### config.mk
export PLATFORM = sky130hd
export DESIGN_NAME = ov5640_rgb_capture
export DESIGN_NICKNAME = d
export VERILOG_FILES = /design/src/rtl/ov5640_rgb_capture.sv
export SDC_FILE = /design/constraint.sdc
export NUM_CORES = 1
export LEC_CHECK = 0
export CORE_ASPECT_RATIO = 1.25
export CORE_MARGIN = 5
export CORE_UTILIZATION = 48
export CTS_CLUSTER_DIAMETER = 30
export DETAILED_ROUTE_END_ITERATION = 16
export GPL_ROUTABILITY_DRIVEN = 0
export PLACE_DENSITY = 0.72
export SETUP_SLACK_MARGIN = 0.5
export SYNTH_ARGS = -nofsm -noshare
export SYNTH_HDL_FRONTEND = slang
export SYNTH_SLANG_ARGS = --single-unit
### constraint.sdc
create_clock -name cmos_clk_i -period 3.2 [get_ports cmos_clk_i]
set_input_delay 0.64 -clock cmos_clk_i [delete_from_list [all_inputs] [get_ports cmos_clk_i]]
set_output_delay 0.64 -clock cmos_clk_i [all_outputs]
set_load 0.02 [all_outputs]
### src/rtl/ov5640_rgb_capture.sv
// OV5640 DVP RGB565 capture: sensor xclk generation, oversampled pclk/sync/data, RGB888 video out.
// Pixel latency 3 core cycles from the sampled pclk rise of the low byte; no back-pressure (sensor-paced).
module ov5640_rgb_capture #(
  parameter int XCLK_DIV    = 4,
  parameter int SKIP_FRAMES = 2
) (
  input  logic        cmos_clk_i,
  input  logic        rst_n_i,
  input  logic        cmos_pclk_i,
  input  logic        cmos_vsync_i,
  input  logic        cmos_href_i,
  input  logic [7:0]  cmos_data_i,
  output logic        cmos_xclk_o,
  output logic        vs_o,
  output logic        hs_o,
  output logic        de_o,
  output logic [23:0] rgb
);

  localparam int CW = (XCLK_DIV > 2) ? $clog2(XCLK_DIV) : 1;
  localparam int FW = (SKIP_FRAMES > 1) ? $clog2(SKIP_FRAMES + 1) : 1;

  localparam logic [CW-1:0] XC_HALF = CW'(XCLK_DIV / 2 - 1);
  localparam logic [CW-1:0] XC_LAST = CW'(XCLK_DIV - 1);
  localparam logic [FW-1:0] FC_MAX  = FW'(SKIP_FRAMES);

  logic [CW-1:0] r_xclk_cnt;
  logic          r_xclk;

  logic          r_s1_pclk, r_s1_vsync, r_s1_href;
  logic [7:0]    r_s1_data;
  logic          r_s2_pclk, r_s2_vsync, r_s2_href;
  logic [7:0]    r_s2_data;
  logic          r_s3_pclk, r_s3_vsync, r_s3_href;

  logic [FW-1:0] r_frame_cnt;
  logic          r_phase;
  logic [7:0]    r_hi;
  logic [15:0]   r_pix;
  logic          r_pix_vld;

  logic          w_pclk_rise;
  logic          w_vs_rise;
  logic          w_en;

  assign w_pclk_rise = r_s2_pclk & ~r_s3_pclk;
  assign w_vs_rise   = r_s2_vsync & ~r_s3_vsync;
  assign w_en        = (r_frame_cnt == FC_MAX);
  assign cmos_xclk_o = r_xclk;

  always_ff @(posedge cmos_clk_i) begin
    if (!rst_n_i) begin
      r_xclk_cnt <= '0;
      r_xclk     <= 1'b0;
    end else begin
      r_xclk_cnt <= (r_xclk_cnt == XC_LAST) ? '0 : r_xclk_cnt + CW'(1);
      if (r_xclk_cnt == XC_HALF || r_xclk_cnt == XC_LAST)
        r_xclk <= ~r_xclk;
    end
  end

  // All sensor inputs share one two-flop chain so data stays aligned with its pclk edge.
  always_ff @(posedge cmos_clk_i) begin
    if (!rst_n_i) begin
      r_s1_pclk  <= 1'b0;
      r_s1_vsync <= 1'b0;
      r_s1_href  <= 1'b0;
      r_s1_data  <= '0;
      r_s2_pclk  <= 1'b0;
      r_s2_vsync <= 1'b0;
      r_s2_href  <= 1'b0;
      r_s2_data  <= '0;
      r_s3_pclk  <= 1'b0;
      r_s3_vsync <= 1'b0;
      r_s3_href  <= 1'b0;
    end else begin
      r_s1_pclk  <= cmos_pclk_i;
      r_s1_vsync <= cmos_vsync_i;
      r_s1_href  <= cmos_href_i;
      r_s1_data  <= cmos_data_i;
      r_s2_pclk  <= r_s1_pclk;
      r_s2_vsync <= r_s1_vsync;
      r_s2_href  <= r_s1_href;
      r_s2_data  <= r_s1_data;
      r_s3_pclk  <= r_s2_pclk;
      r_s3_vsync <= r_s2_vsync;
      r_s3_href  <= r_s2_href;
    end
  end

  always_ff @(posedge cmos_clk_i) begin
    if (!rst_n_i)
      r_frame_cnt <= '0;
    else if (w_vs_rise && !w_en)
      r_frame_cnt <= r_frame_cnt + FW'(1);
  end

  // vsync holds the pair phase at 0, so it beats a coincident pclk rise.
  always_ff @(posedge cmos_clk_i) begin
    if (!rst_n_i) begin
      r_phase   <= 1'b0;
      r_hi      <= '0;
      r_pix     <= '0;
      r_pix_vld <= 1'b0;
    end else begin
      r_pix_vld <= 1'b0;
      if (r_s2_vsync) begin
        r_phase <= 1'b0;
      end else if (w_pclk_rise) begin
        if (!r_s2_href) begin
          r_phase <= 1'b0;
        end else if (!r_phase) begin
          r_hi    <= r_s2_data;
          r_phase <= 1'b1;
        end else begin
          r_pix     <= {r_hi, r_s2_data};
          r_pix_vld <= 1'b1;
          r_phase   <= 1'b0;
        end
      end
    end
  end

  always_ff @(posedge cmos_clk_i) begin
    if (!rst_n_i) begin
      vs_o <= 1'b0;
      hs_o <= 1'b0;
      de_o <= 1'b0;
      rgb  <= '0;
    end else begin
      vs_o <= r_s3_vsync & w_en;
      hs_o <= r_s3_href & w_en;
      de_o <= r_pix_vld & w_en;
      if (r_pix_vld && w_en)
        rgb <= {r_pix[15:11], r_pix[15:13],
                r_pix[10:5],  r_pix[10:9],
                r_pix[4:0],   r_pix[4:2]};
    end
  end

endmodule

* Word-level counts from Yosys, hierarchy flattened
Index checks and enable logic that the tools add are counted.
** Storage, ports and cells
- Word-level logic and storage cells :: 52
- Output and inout port bits :: 28
- Bits in registers :: 83
- Input port bits :: 13
** Cells by class
- Eq/ne operators :: 3
- Multiplexer cells :: 3
- Reductions and logical operators :: 9
- Bitwise operators :: 13
- $add $sub $neg :: 2
** Operator list (number)
- NOT 1 bit :: 8
- AND reduction 4 bit :: 2
- AND 1 bit :: 5
- adder 2 x 1 -> 2 bit, second input constant :: 2
- equality test 2 bit, second input constant :: 2
- OR reduction 2 bit :: 2
- OR reduction 4 bit :: 1
- two-way mux 1 bit :: 3
- equality test 2 x 1 -> 1 bit, second input constant :: 1
- logical AND 1 bit :: 2
- logical NOT 1 bit :: 1
- logical OR 1 bit :: 1

* Longest topological paths before layout
Gate-level depths: netlist (run 1).
- Depth in word-level cells :: 4
- Mapped depth :: 7
- Mapped depth without buffers :: 5

* Worst setup path before layout (run 1)
No wires, ideal clock.
- Path type :: input to register
- Start :: input rst_n_i
- End :: register r_hi[5]
- Required time :: 3.128 ns
- Setup slack :: 1.818 ns
- Stages :: 4
- Arrival time :: 1.311 ns
- Library setup time :: 0.072 ns
- Path buffers :: 2
- Path through :: clkbuf_1 > clkbuf_1 > nand2_1 > mux2i_1
** RTL lines
- from (decl) :: RTL line 8 : input logic rst_n_i,
- to (signal assigned) :: RTL line 113 : r_hi <= r_s2_data;
- to (decl) :: RTL line 38 : logic [7:0] r_hi;

* Worst setup path after layout (run 1)
- Start :: register rgb[22]
- End :: output rgb[22]
** RTL lines
- from (decl) :: RTL line 17 : output logic [23:0] rgb
- from (signal assigned) :: RTL line 135 : rgb <= {r_pix[15:11], r_pix[15:13],
No word-level cell between the ends.

==> results.sh, run 1 <==
export IMPL_status="completed"
export IMPL_synth_avg_cell_area_um2=9.92
export IMPL_fin_crit_ps=1940
export IMPL_cts_made_buffers=9
export IMPL_cts_setup_buffers=0
export IMPL_syn_to_final_growth_pct=20.3
export IMPL_path_class="register to output port"
export IMPL_coreArea_um2=5120
export IMPL_die_w_um=75.0
export IMPL_port_buffers=40
export IMPL_yosysTopAreaCell="dfxtp_1"
export IMPL_grt_pass1_wl_um=6640
export IMPL_tightestPinTransition_ps=1020
export IMPL_antenna_found_initial=0
export IMPL_synth_area_um2=2540
export IMPL_grtUsageTotal_pct=12.8
export IMPL_wl_per_cell_um=10.9
export IMPL_syn_inst=256
export IMPL_synth_fa_ha_area_share_pct=1.48
export IMPL_initial_core_util_pct=49.6
export IMPL_fp_row_count=29
export IMPL_vias=1645
export IMPL_relSlewSlack_pct=32.1
export IMPL_r2r_slack_ps=1390
export IMPL_min_path_type="register to register"
export IMPL_p_switching_w=0.000360
export IMPL_yosysTopAreaCellShare_pct=59.1
export IMPL_clock_root_buffer="clkbuf_8"
export IMPL_max_cap_violations=0
export IMPL_fin_hold_ws_ps=433
export IMPL_ys_seq_area_share_pct=59.1
export IMPL_p_int_w=0.00126
export IMPL_ctsHoldBuffers=0
export IMPL_setup_tns_ps=0
export IMPL_path_cells="clkdlybuf4s50_1"
export IMPL_grt_ovfl_total=0
export IMPL_synth_edf_count=0
export IMPL_max_freq_ghz=0.515
export IMPL_cts_sinks=75
export IMPL_nets=302
export IMPL_via_per_inst=4.66
export IMPL_worstRegToRegCells=3
export IMPL_comb_power_share_pct=4.0
export IMPL_r2r_start="r_s2_vsync"
export IMPL_place_area_um2=2890
export IMPL_min_path_cells=1
export IMPL_min_from="r_s1_data[1]"
export IMPL_synthMuxAreaShare_pct=9.46
export IMPL_switching_share_pct=22.2
export IMPL_crit_path_start_kind="register"
export IMPL_drt_total_wl_um=3850
export IMPL_cts_tree="yes"
export IMPL_grt_pass1_vias=1548
export IMPL_p_leak_nw=1.24
export IMPL_die_height_um=91.3
export IMPL_worst_path_max_fanout=3
export IMPL_power_density_nw_per_um2=532
export IMPL_path_clk_slew_ps=80
export IMPL_max_stage_delay_ps=610
export IMPL_synth_top_family_by_area="simple AND/OR/NAND/NOR gates"
export IMPL_cp_top_family="buffers and inverters"
export IMPL_synth_simple_gate_area_share_pct=20.1
export IMPL_grt_start_max_net_pins=40
export IMPL_synth_xor_area_share_pct=0.690
export IMPL_fin_skew_ps=8.58
export IMPL_clkLatencyLatePin_ps=340
export IMPL_hold_violations=0
export IMPL_power_w=0.00162
export IMPL_p_seq_share_pct=59.4
export IMPL_drcViolationCount=0
export IMPL_whs_endpoint="r_s2_data[1]"
export IMPL_antenna_left=0
export IMPL_cp_required_ps=2560
export IMPL_arrival_ps=1300
export IMPL_p_clk_share_pct=36.6
export IMPL_ys_warn_count=0
export IMPL_hpwl_um=2630
export IMPL_design_area_um2=3050
export IMPL_setup_viol=0
export IMPL_synth_compound_area_share_pct=3.70
export IMPL_cp_end_kind="output port"
export IMPL_synth_area_top_cells="dfxtp_1 (59%), nand2_1 (9.8%), mux2i_1 (9.5%), and2_1 (6.4%), a21oi_1 (3.2%)"
export IMPL_io_pins=41
export IMPL_ys_ff_latch=75
export IMPL_drv_slew=0
export IMPL_synthFlopType="dfxtp_1"
export IMPL_drive_gt1_share_pct=6.53
export IMPL_slowest_stage="clkdlybuf4s50_1"
export IMPL_async_flop_share_pct=0
export IMPL_htreeDepth=3
export IMPL_critical_path_buf_inv_count=1
export IMPL_diodes=0
export IMPL_syn_nets=272
export IMPL_synth_distinct_cells=25
export IMPL_drt_initial_drc_count=81
export IMPL_finalCritPeriodShare_pct=60.7
export IMPL_rsz0062_at_grt="no"
export IMPL_die_area_um2=6850
export IMPL_clk_path_buf_depth=2
export IMPL_cts_resized_gates=0
export IMPL_ir_worst_vdd_uv=423
export IMPL_first_pass_iters=4
export IMPL_rr_endpoint="r_hi[1]"
## logic make-up (layout without fill, tap and decap cells)
| group | count (synthesis) | after routing |
|---|---|---|
| xor gates and xnor gates | 2 | 2 |
| buffers and inverters | 25 | 60 |
| DFF | 75 | 75 |
| AOI/OAI and AO/OA | 18 | 18 |
| and+or+nand+nor | 109 | 109 |
| adders and majority gates | 3 | 3 |
| muxes | 24 | 24 |
## state kept, by name, indices dropped and copies added (netlist names)
signal       cells
r_s1_pclk        1
cmos_xclk_o      1
r_s1_href        1
r_s2_href        1
r_s2_data        8
r_frame_cnt      2
rgb             16
r_phase          1
hs_o             1
r_pix           16
r_s2_vsync       1
r_s1_data        8
r_s3_href        1
r_s3_vsync       1
r_s2_pclk        1
vs_o             1
r_pix_vld        1
r_xclk_cnt       2
r_hi             8
de_o             1
r_s1_vsync       1
r_s3_pclk        1
## cells in the mapped netlist (all sizes together), types with 2 or more instances
library cell  instances
and2                 26
nand2                67
a21oi                16
nor2                  8
dfxtp                75
inv                   3
and3                  2
clkbuf               11
mux2i                24
buf                  11
ha                    3
## layout make-up
type,instances,area (um^2)
Fill cell,466,2060
Sequential cell,75,1500
Multi-Input combinational cell,156,900
Timing Repair Buffer,41,403
Clock buffer,10,128
Tap cell,62,77.6
Clock inverter,6,32.5
Inverter,3,11.3
## cells in the final DEF (no fill, tap or decap), drive strengths merged
master,instances
dfxtp,75
nand2,67
clkdlybuf4s50,39
and2,26
mux2i,24
a21oi,16
clkbuf,10
nor2,8
clkinv,5
inv,3
ha,3
and3,2
buf,2
nand2b,1
and4bb,1
nor2b,1
nor3b,1
xnor2,1
xor2,1
a211oi,1
and3b,1
o22ai,1
nor3,1
clkinvlp,1
## how the worst max path moves through the flow
stage | startpoint | end | slack, ps | cells past startpoint
detailed placement | r_s2_vsync | r_hi[1] | 1420 | 3
finish | rgb[22] | rgb[22] | 1260 | 1
global route | rgb[21] | rgb[21] | 1190 | 1
global placement | r_s2_vsync | r_hi[5] | 1450 | 3
floorplan | rst_n_i | r_hi[5] | 1820 | 4
CTS | rgb[22] | rgb[22] | 1230 | 1
## routing by layer
metal / vias up / part of all wire, % / GRT usage [%]
met3: 8 / 7.4 / 4.97
met4: 0 / 2.7 / 8.01
met1: 725 / 46 / 15.3
met5: - / 0 / 0
met2: 42 / 44 / 18.8
li1: 870 / - / -
## power by group through the flow
stage	logic (W)	clock network, W	registers [W]
final	0.0000652	0.000594	0.000963
after global routing	0.0000748	0.000657	0.000965
after CTS	0.0000667	0.000611	0.000963
after floorplan	0.0000384	0	0.000986
after global placement	0.0000649	0	0.000984
after detailed placement	0.0000665	0	0.000985
## per-stage QoR
step                      worst slack, ps  cells  util (%)
final                                1260    353      59.7
after global routing                 1190    353      59.7
after CTS                            1230    353      59.7
after detailed placement             1420    337      56.5
after global placement               1450    337      56.5
after floorplan                      1820    256         -
Note: power is estimated with default switching activity, not from simulation.
==> run 2, diff against run 1 <==
==> constraint.sdc (replaced) <==
create_clock -name cmos_clk_i -period 2 [get_ports cmos_clk_i]
set_input_delay 0.4 -clock cmos_clk_i [delete_from_list [all_inputs] [get_ports cmos_clk_i]]
set_output_delay 0.4 -clock cmos_clk_i [all_outputs]
set_load 0.02 [all_outputs]
==> results.sh, run 2 (same netlist as run 1, synthesis figures left out) <==
export IMPL_min_path_type="register to register"
export IMPL_layout_commonest_cell="dfxtp_1"
export IMPL_p_leak_nw=1.42
export IMPL_ir_worst_vdd_uv=534
export IMPL_grt_ovfl_total=0
export IMPL_fin_crit_ps=1430
export IMPL_design_area_um2=3100
export IMPL_rsz0062_at_grt="yes"
export IMPL_io_pins=41
export IMPL_cp_end_kind="register"
export IMPL_place_area_um2=2910
export IMPL_drv_slew=0
export IMPL_path_clk_slew_ps=70
export IMPL_crit_start="r_frame_cnt[0]"
export IMPL_die_height_um=91.3
export IMPL_max_freq_ghz=0.698
export IMPL_hpwl_um=2630
export IMPL_path_class="register to register"
export IMPL_grt_pass1_vias=1494
export IMPL_clkLatencyLatePin_ps=330
export IMPL_worst_path_max_fanout=16
export IMPL_wl_per_cell_um=11.0
export IMPL_clk_path_buf_depth=2
export IMPL_worstRegToRegCells=5
export IMPL_cts_tree="yes"
export IMPL_cts_made_buffers=9
export IMPL_r2r_start="r_frame_cnt[0]"
export IMPL_n_fill_cell=459
export IMPL_power_density_nw_per_um2=942
export IMPL_crit_path_start_kind="register"
export IMPL_antenna_found_initial=0
export IMPL_grtUsageTotal_pct=12.2
export IMPL_port_buffers=40
export IMPL_vias=1638
export IMPL_first_pass_iters=4
export IMPL_via_per_inst=4.61
export IMPL_nets=304
export IMPL_hold_violations=0
export IMPL_final_cells=355
export IMPL_diodes=0
export IMPL_die_area_um2=6850
export IMPL_drive_gt1_share_pct=7.51
export IMPL_max_cap_violations=0
export IMPL_drt_total_wl_um=3910
export IMPL_status="completed"
export IMPL_final_cell_mix="dfxtp_1 (75), nand2_1 (66), dlygate4sd2_1 (28), and2_1 (26), mux2i_1 (24)"
export IMPL_fin_hold_ws_ps=430
export IMPL_die_w_um=75.0
export IMPL_min_path_cells=1
export IMPL_min_from="r_s1_data[2]"
export IMPL_grt_pass1_wl_um=6420
export IMPL_initial_core_util_pct=49.6
export IMPL_fp_row_count=29
export IMPL_largestRegisters="r_pix (16), rgb (16)"
export IMPL_relSlewSlack_pct=56.4
export IMPL_cts_setup_buffers=0
export IMPL_rr_endpoint="rgb[5]"
export IMPL_cts_sinks=75
export IMPL_setup_viol=0
export IMPL_antenna_left=0
export IMPL_clock_root_buffer="clkbuf_8"
export IMPL_cp_required_ps=2260
export IMPL_grt_start_max_net_pins=33
export IMPL_arrival_ps=1690
export IMPL_drt_initial_drc_count=87
export IMPL_final_util_pct=60.6
export IMPL_syn_to_final_growth_pct=22.1
export IMPL_htreeDepth=3
export IMPL_coreArea_um2=5120
export IMPL_tightestPinTransition_ps=653
export IMPL_finalCritPeriodShare_pct=71.6
export IMPL_dp_cells=339
export IMPL_setup_tns_ps=0
export IMPL_drcViolationCount=0
export IMPL_fin_skew_ps=8.40
export IMPL_r2r_slack_ps=570
export IMPL_whs_endpoint="r_s2_data[2]"
-- run 2: repair_timing --
item | CTS | global route
gates resized for setup | 28 | 0
endpoints found under the hold margin | 0 | 0
hold buffers | 0 | 0
endpoints found under the setup margin | 28 | 13
-- run 2: metrics by stage --
step                      setup WS (ps)  power, W
after floorplan                     698   0.00164
after global placement              649   0.00168
after detailed placement            573   0.00168
after CTS                           541   0.00296
after global routing                437   0.00303
final                               568   0.00292
-- run 2: cell type report --
type	instances	area [um^2]	share of cell area [%]
flip-flops and latches	75	1500	48.4
multi-input cells	156	900	29.0
repair buffers	43	383	12.4
clock buffers	11	151	4.88
well taps	62	77.6	2.50
clock inverters	5	75.1	2.42
inverters	3	11.3	0.363
-- run 2: worst max path at each step --
stage | end | slack, ps | cells past startpoint
6_report | rgb[5] | 570 | 5
5_1_grt | rgb[13] | 440 | 5
4_1_cts | rgb[15] | 540 | 1
3_5_place_dp | rgb[5] | 570 | 5
3_3_place_gp | rgb[2] | 650 | 1
2_1_floorplan | rgb[5] | 700 | 6
-- run 2: report_power, final --
part | internal, W | leakage (nW) | switching, W
logic | 0.0000525 | 0.689 | 0.0000519
registers | 0.00153 | 0.610 | 0.0000132
clock network | 0.000764 | 0.119 | 0.000509
-- run 2: critical path, cell delays in order, from the launching register on --
cell and delay [ps]:
dfxtp_1 320, inv_1 60, ha_1 200, and2_1 480
nand2_1 150, a21oi_1 150
-- run 2: metal layers --
layer	share of wire, %	GRT usage [%]	wire length (um)	vias to the layer above
met5	0	0	0	-
met4	2.7	8.90	107	0
met3	6.8	2.65	268	8
met2	43	18.2	1670	42
met1	48	15.1	1870	720
li1	-	-	-	868
